**config.mk**
```make
export PLATFORM = sky130hd
export DESIGN_NAME = router_output_arbiter
export DESIGN_NICKNAME = d
export VERILOG_FILES = /design/src/rtl/router_output_arbiter.sv
export SDC_FILE = /design/constraint.sdc
export NUM_CORES = 1
export LEC_CHECK = 0
export ABC_AREA = 1
export BUFFER_PORTS_ARGS = -buffer_cell sky130_fd_sc_hd__buf_4
export CORE_MARGIN = 3
export CORE_UTILIZATION = 40
export CTS_CLUSTER_DIAMETER = 30
export DETAILED_ROUTE_END_ITERATION = 10
export PLACE_DENSITY = 0.89
export SLEW_MARGIN = 15
export SYNTH_ARGS = -nofsm -noshare
export SYNTH_HDL_FRONTEND = slang
export SYNTH_SLANG_ARGS = --single-unit
```
**constraint.sdc**
```tcl
create_clock -name clock -period 2.1 [get_ports clock]
set_clock_uncertainty 0.1 [all_clocks]
set_input_delay 0.42 -clock clock [delete_from_list [all_inputs] [get_ports clock]]
set_output_delay 0.42 -clock clock [all_outputs]
set_load 0.005 [all_outputs]
```
**src/rtl/router_output_arbiter.sv**
```systemverilog
// router_output_arbiter: round-robin merge of several valid/ready channel links
// onto one registered output link, with a completed-transfer counter.
module router_output_arbiter #(
   parameter int unsigned NUM_REQUESTERS = 4,
   parameter int unsigned WORD_WIDTH     = 32,
   parameter int unsigned COUNT_WIDTH    = 16,
   localparam int unsigned TAG_WIDTH     = (NUM_REQUESTERS > 1) ? $clog2(NUM_REQUESTERS) : 1
) (
   input  logic                                 clock,
   input  logic                                 reset,
   input  logic                                 enable,
   input  logic [NUM_REQUESTERS-1:0]            requester_mask,
   input  logic [NUM_REQUESTERS-1:0]            in_valid,
   input  logic [NUM_REQUESTERS*WORD_WIDTH-1:0] in_data,
   output logic [NUM_REQUESTERS-1:0]            in_ready,
   output logic                                 out_valid,
   output logic [WORD_WIDTH-1:0]                out_data,
   output logic [TAG_WIDTH-1:0]                 out_tag,
   input  logic                                 out_ready,
   output logic [COUNT_WIDTH-1:0]               transfer_count,
   output logic                                 quiescent
);

   logic [NUM_REQUESTERS-1:0] eligible;
   logic [TAG_WIDTH-1:0]      rr_ptr;
   logic [TAG_WIDTH-1:0]      grant;
   logic [TAG_WIDTH-1:0]      grant_hi;
   logic [TAG_WIDTH-1:0]      grant_lo;
   logic                      found_hi;
   logic [TAG_WIDTH-1:0]      next_ptr;
   logic [WORD_WIDTH-1:0]     sel_data;
   logic                      load;
   logic                      drain;

   assign eligible  = in_valid & requester_mask;
   assign drain     = out_valid & out_ready;
   assign load      = enable & (~out_valid | out_ready) & (|eligible);
   assign quiescent = ~out_valid;
   assign next_ptr  = (grant == TAG_WIDTH'(NUM_REQUESTERS - 1)) ? '0 : grant + TAG_WIDTH'(1);

   // Cyclic search from rr_ptr: lowest eligible at/above the pointer, else lowest overall.
   always_comb begin
      grant_hi = '0;
      grant_lo = '0;
      found_hi = 1'b0;
      for (int i = int'(NUM_REQUESTERS) - 1; i >= 0; i--) begin
         if (eligible[i]) begin
            grant_lo = TAG_WIDTH'(i);
            if (TAG_WIDTH'(i) >= rr_ptr) begin
               grant_hi = TAG_WIDTH'(i);
               found_hi = 1'b1;
            end
         end
      end
      grant = found_hi ? grant_hi : grant_lo;
   end

   // Select the granted requester's word.
   always_comb begin
      sel_data = '0;
      for (int i = 0; i < int'(NUM_REQUESTERS); i++) begin
         if (grant == TAG_WIDTH'(i)) begin
            sel_data = in_data[i*WORD_WIDTH +: WORD_WIDTH];
         end
      end
   end

   // One-hot accept strobe; held low while reset is asserted.
   always_comb begin
      in_ready = '0;
      if (load && reset) begin
         in_ready[grant] = 1'b1;
      end
   end

   // Output register, round-robin pointer and transfer counter.
   always_ff @(posedge clock) begin
      if (!reset) begin
         out_valid      <= 1'b0;
         out_data       <= '0;
         out_tag        <= '0;
         rr_ptr         <= '0;
         transfer_count <= '0;
      end else begin
         if (drain) begin
            transfer_count <= transfer_count + COUNT_WIDTH'(1);
         end
         if (load) begin
            out_valid <= 1'b1;
            out_data  <= sel_data;
            out_tag   <= grant;
            rr_ptr    <= next_ptr;
         end else if (drain) begin
            out_valid <= 1'b0;
         end
      end
   end

endmodule

```
Word level (Yosys, flattened, before mapping)
Cells that the tools add are included.
{"block": "totals", "regBits": 53, "inputBits": 140, "output_inout_bits": 56, "word_cells": 58}
{"block": "op_classes", "add_sub_neg": 2, "order_cmp": 6, "eq_ne": 3, "mux": 31, "bitwise_logic": 6, "n_reduce_logical": 5}
{"op": "$mux W32", "count": 4}
{"op": "$mux W2", "count": 14}
{"op": "$add A16 B1 Y16 const B", "count": 1}
{"op": "$mux W1", "count": 11}
{"op": "$and A4 B4 Y4", "count": 1}
{"op": "$eq A2 B2 Y1 const B", "count": 2}
{"op": "$ge A1 B2 Y1 const A", "count": 2}
{"op": "$ge A2 B2 Y1 const A", "count": 2}
{"op": "$mux W4", "count": 1}
{"op": "$reduce_or A4 Y1", "count": 1}
{"op": "$and A1 B1 Y1", "count": 3}
{"op": "$lt A2 B3 Y1 const B", "count": 1}
{"op": "$add A2 B1 Y2 const B", "count": 1}
{"op": "$demux W1 S2", "count": 1}
{"op": "$eq A2 B1 Y1 const B", "count": 1}
{"op": "$ge A2 B1 Y1 const B", "count": 1}
{"op": "$logic_and A1 B1 Y1", "count": 2}
{"op": "$logic_not A2 Y1", "count": 1}
{"op": "$reduce_bool A2 Y1", "count": 1}
{"op": "$not A1 Y1", "count": 1}
{"op": "$or A1 B1 Y1", "count": 1}

Logic depth before layout (Yosys ltp)
{"block": "depth", "depth_word": 15, "ltp_mapped": 16, "depth_no_buf": 14}

Worst setup path after synthesis
OpenSTA, ideal clock, no wires.
{"block": "synth_timing", "path_kind": "input port to output port", "from": "input in_valid[0]", "to": "output in_ready[3]", "arrival_ps": 1748, "t_required_ps": 1580, "slack_ps": -168, "cell_stages": 13, "path_cell_list": "nand2_1 inv_1 nand2_1 nand2_1 nor2_1 nand2_1 nand2_1 inv_1 ha_1 clkbuf_1 inv_1 buf_2 nor2_1"}
{"block": "synth_via", "elab_chain_len": 8, "elab_cells_between_ends": 14}
{"item": "start: declaration", "line_no": "13", "rtl": "input logic [NUM_REQUESTERS-1:0] in_valid,"}
{"item": "$and A4 B4 Y4 *", "line_no": "35", "rtl": "assign eligible = in_valid & requester_mask;"}
{"item": "$mux W2 or $mux W1 (tied branches)", "line_no": "47", "rtl": "if (eligible[i]) begin"}
{"item": "$mux W2 *", "line_no": "55", "rtl": "grant = found_hi ? grant_hi : grant_lo;"}
{"item": "net grant[0]", "line_no": "26", "rtl": "logic [TAG_WIDTH-1:0] grant;"}
{"item": "$lt A2 B3 Y1 (implied by the code) or $ge A2 B1 Y1 (tied branches)", "line_no": "72", "rtl": "in_ready[grant] = 1'b1;"}
{"item": "$logic_and A1 B1 Y1 (implied by the code)", "line_no": "72"}
{"item": "$mux W1 (implied by the code)", "line_no": "72"}
{"item": "$demux W1 S2 *", "line_no": "72"}
{"item": "$mux W4 *", "line_no": "71", "rtl": "if (load && reset) begin"}
{"item": "end: declaration", "line_no": "15", "rtl": "output logic [NUM_REQUESTERS-1:0] in_ready,"}
The timed path passes the listed nets; every way through them passes the cells marked *.

Final worst setup path
{"block": "layout_timing", "from": "register rr_ptr[1]", "to": "output in_ready[3]"}
{"block": "layout_via", "elab_chain_len": 15, "elab_cells_between_ends": 27}
{"item": "start: declaration", "line_no": "25", "rtl": "logic [TAG_WIDTH-1:0] rr_ptr;"}
{"item": "start signal: assignment", "line_no": "92", "rtl": "rr_ptr <= next_ptr;"}
{"item": "$ge A2 B2 Y1", "line_no": "49", "rtl": "if (TAG_WIDTH'(i) >= rr_ptr) begin"}
{"item": "$mux W2 or $mux W1 (tied branches)", "line_no": "49"}
{"item": "$mux W2 or $mux W1 (tied branches)", "line_no": "47"}
{"item": "$mux W2 or $mux W1 (tied branches)", "line_no": "49"}
{"item": "$mux W2 or $mux W1 (tied branches)", "line_no": "47"}
{"item": "$mux W2 or $mux W1 (tied branches)", "line_no": "49"}
{"item": "$mux W2 or $mux W1 (tied branches)", "line_no": "47"}
{"item": "$mux W2 or $mux W1 (tied branches)", "line_no": "49"}
{"item": "$mux W2 or $mux W1 (tied branches)", "line_no": "47"}
{"item": "$mux W2 *", "line_no": "55"}
{"item": "net grant[0]", "line_no": "26"}
{"item": "$lt A2 B3 Y1 (implied by the code) or $ge A2 B1 Y1 (tied branches)", "line_no": "72"}
{"item": "$logic_and A1 B1 Y1 (implied by the code)", "line_no": "72"}
{"item": "$mux W1 (implied by the code)", "line_no": "72"}
{"item": "$demux W1 S2 *", "line_no": "72"}
{"item": "$mux W4 *", "line_no": "71"}
Marks and branches as above.

==> reports/summary.txt <==
initial core utilization -> 0.423
simple-gate share of the synthesized area -> 0.318
arrival time worst endpoint -> 1.71 ns
final layout net count -> 878
Logic pwr share -> 0.436
main area contributors after synthesis -> dfxtp_1 32%, nand2_1 14%, a21oi_1 14%
drt wl/cell -> 15.8 µm
row count -> 32
Port Buf Inserts -> 195
first-pass GRT wire length -> 19.3 mm
PwrDens -> 612 nW/µm²
final core occ -> 0.717
P&R area growth vs syn -> 69.7%
die height -> 97.3 µm
Post-Layout Cell Count -> 836
Clock transition at path regs -> 0.10 ns
Power Total -> 3460 µW
grt total ovfl -> 0
dpl hpwl -> 9.13 mm
syn nets -> 682
Flop pwr share -> 0.327
H-tree levels -> 2
Pint -> 2280 µW
Top Ports -> 196
worst endpoint required time -> 1.58 ns
crit end category -> output pin
Worst Hold Class -> input port to flop
Post-Synth Adder-Cell Area -> 0.0188
flop and latch count out of synthesis -> 53
Netlist cell types -> 29
die width -> 97.3 µm
commonest cells after routing, fill and taps aside -> 206 x buf_4, 99 x nand2_1, 87 x nor2_1, 58 x a21oi_2, 51 x dfxtp_1
CTS tree -> built
GR Layer Usage met3 -> 0.0560
gr busiest metal -> met2
Synth warnings -> 0
GRT Util Overall -> 0.243
initial antenna violation count -> 0
failing checks -> negative setup slack
Ant. Diodes -> 0
outcome -> finished with violations
endpoints failing setup -> 5
Worst slew margin -> 0.688
CP Class -> flop to output pin
First-pass DRT Iterations -> 4
Post-Syn Instances -> 537
CTS sink cnt -> 53
die area -> 9460 µm²
RSZ-0062 raised after global routing -> true
cell count after placement -> 820
number of max-cap violations -> 0
Net Switching -> 1180 µW
part of the power in the clock network -> 0.237
DR vias -> 4,414
Compound-Gate Fraction of Synth Area -> 0.247
hold_buf cts -> 0
post-synth top area share -> 0.318
register area share after synthesis -> 0.318
maximum root-to-sink buffer count -> 2
CP Launch Type -> flop
cell taking the most area after synthesis -> dfxtp_1
mux contribution to synthesized area -> 0
synthesized cell area -> 3330 µm²
syn avg cell area -> 6.21 µm²
total routed wirelength -> 13.2 mm
final worst slack -> -0.126 ns
layout cell share with drive strength beyond 1 -> 0.496
CORE AREA -> 7890 µm²
commonest non-fill, non-tap cell in the layout -> buf_4
CTS Buf Count -> 5
Tmin final -> 2.23 ns
largest family of logic cells by synthesized area -> simple AND/OR/NAND/NOR gates
Slew @ Worst Pin -> 0.468 ns
Max Freq -> 449 MHz
vias in the first global route -> 4,170
# DRC -> 0
placer congestion estimate -> 0.852
vias per cell -> 5.28
Detail Route Antenna Nets -> 0
peak supply drop -> 0.320 mV
DR iter-0 viols -> 147
switch share -> 0.342
M1 GR Usage -> 0.286
leakage power -> 0.00264 µW
largest net degree at the start of global routing -> 36
Final Hold Viols -> 0
XOR/XNOR Fraction of Synth Area -> 0.00263
Slew Limit Fails -> 0
worst-skew pair later-pin latency -> 0.31 ns
global routing met2 resource utilization -> 0.439
CTS root buf -> clkbuf_8
worst-path fanout max -> 4
crit share post-route -> 1.06
[cell type report]
class	count	area, µm²
Clock buffer	5	68.8
Fill cell	611	2230
Clock inverter	3	65.1
Tap cell	102	128
Inverter	35	141
Timing Repair Buffer	222	1810
Multi-Input combinational cell	416	2380
Sequential cell	53	1060
[power groups by stage]
stage          clock, µW  combinational (µW)  sequential, µW
2_1_floorplan          0                 634            1150
3_3_place_gp           0                1130            1150
3_5_place_dp           0                1150            1150
4_1_cts              822                1230            1130
5_1_grt              854                1630            1140
6_report             820                1510            1130
[cell families after synthesis]
logic type | Yosys count
compound gates | 153
buf+inv | 68
simple gates | 257
flops | 53
xor+xnor | 1
fa+ha+maj | 5
[synth_stat cells]
master,instances
xor2_1,1
o21ai_0,36
ha_1,5
buf_8,2
nand4_1,1
buf_4,1
buf_2,13
nor2_1,92
nor3b_1,1
inv_2,4
clkbuf_2,1
inv_1,30
nor4_1,1
a31oi_1,2
nand2_2,18
inv_4,1
nor2_2,4
clkbuf_1,15
nor3_1,5
nand3b_1,1
nand2_1,127
dfxtp_1,53
buf_12,1
a21oi_2,14
nand3_4,1
a21oi_1,94
nand3_1,6
o21ai_1,6
o21a_1,1
[per-stage QoR]
| stage | area, µm² | TNS [ns] | hold WS [ns] | setup WS, ns |
|---|---|---|---|---|
| 2_1_floorplan | 3350 | -0.0169 | 0.358 | -0.0169 |
| 3_3_place_gp | 4930 | -5.08 | 0.370 | -0.254 |
| 3_5_place_dp | 4930 | -7.98 | 0.381 | -0.309 |
| 4_1_cts | 5200 | -0.315 | 0.309 | -0.103 |
| 5_1_grt | 5660 | -3.06 | 0.326 | -0.204 |
| 6_report | 5660 | -0.407 | 0.317 | -0.126 |
[critical path: stages, from the launching register on]
cell and delay (ns):
dfxtp_2 0.36, nand2_1 0.06, nand2_1 0.09, nand2_2 0.08, nor2_2 0.12, nand2_1 0.07, nand2_2 0.08, inv_2 0.06
buf_6 0.12, ha_4 0.16, inv_4 0.06, nor2_4 0.04, buf_6 0.12
[per-layer routing]
layer  vias up  share of wire
li1       2125              -
met1      2038           0.37
met2       228           0.52
met3        23          0.090
met4         0          0.020
met5         -              0
[sequential cells by signal, indices dropped and copies added (netlist names)]
signal / count
out_valid: 1
transfer_count: 16
rr_ptr: 2
out_tag: 2
out_data: 32
[timing repair]
item                                    4_1_cts  5_1_grt
gates cloned                                  0        3
pin swaps                                    12       65
endpoints found under the setup margin        9       36
buffers inserted                              3        4
gates resized for setup                      35       95
[path summary, 6_finish.rpt]
| kind | startpoint | to | slack, ns | cells past startpoint |
|---|---|---|---|---|
| hold / removal | out_ready | out_valid | 0.32 | 4 |
| hold reg to reg | rr_ptr[1] | rr_ptr[1] | 0.39 | 2 |
| setup reg to reg | rr_ptr[1] | out_data[31] | -0.01 | 14 |
| setup / recovery | rr_ptr[1] | in_ready[3] | -0.13 | 12 |
Power figures use the tool's default switching activity.
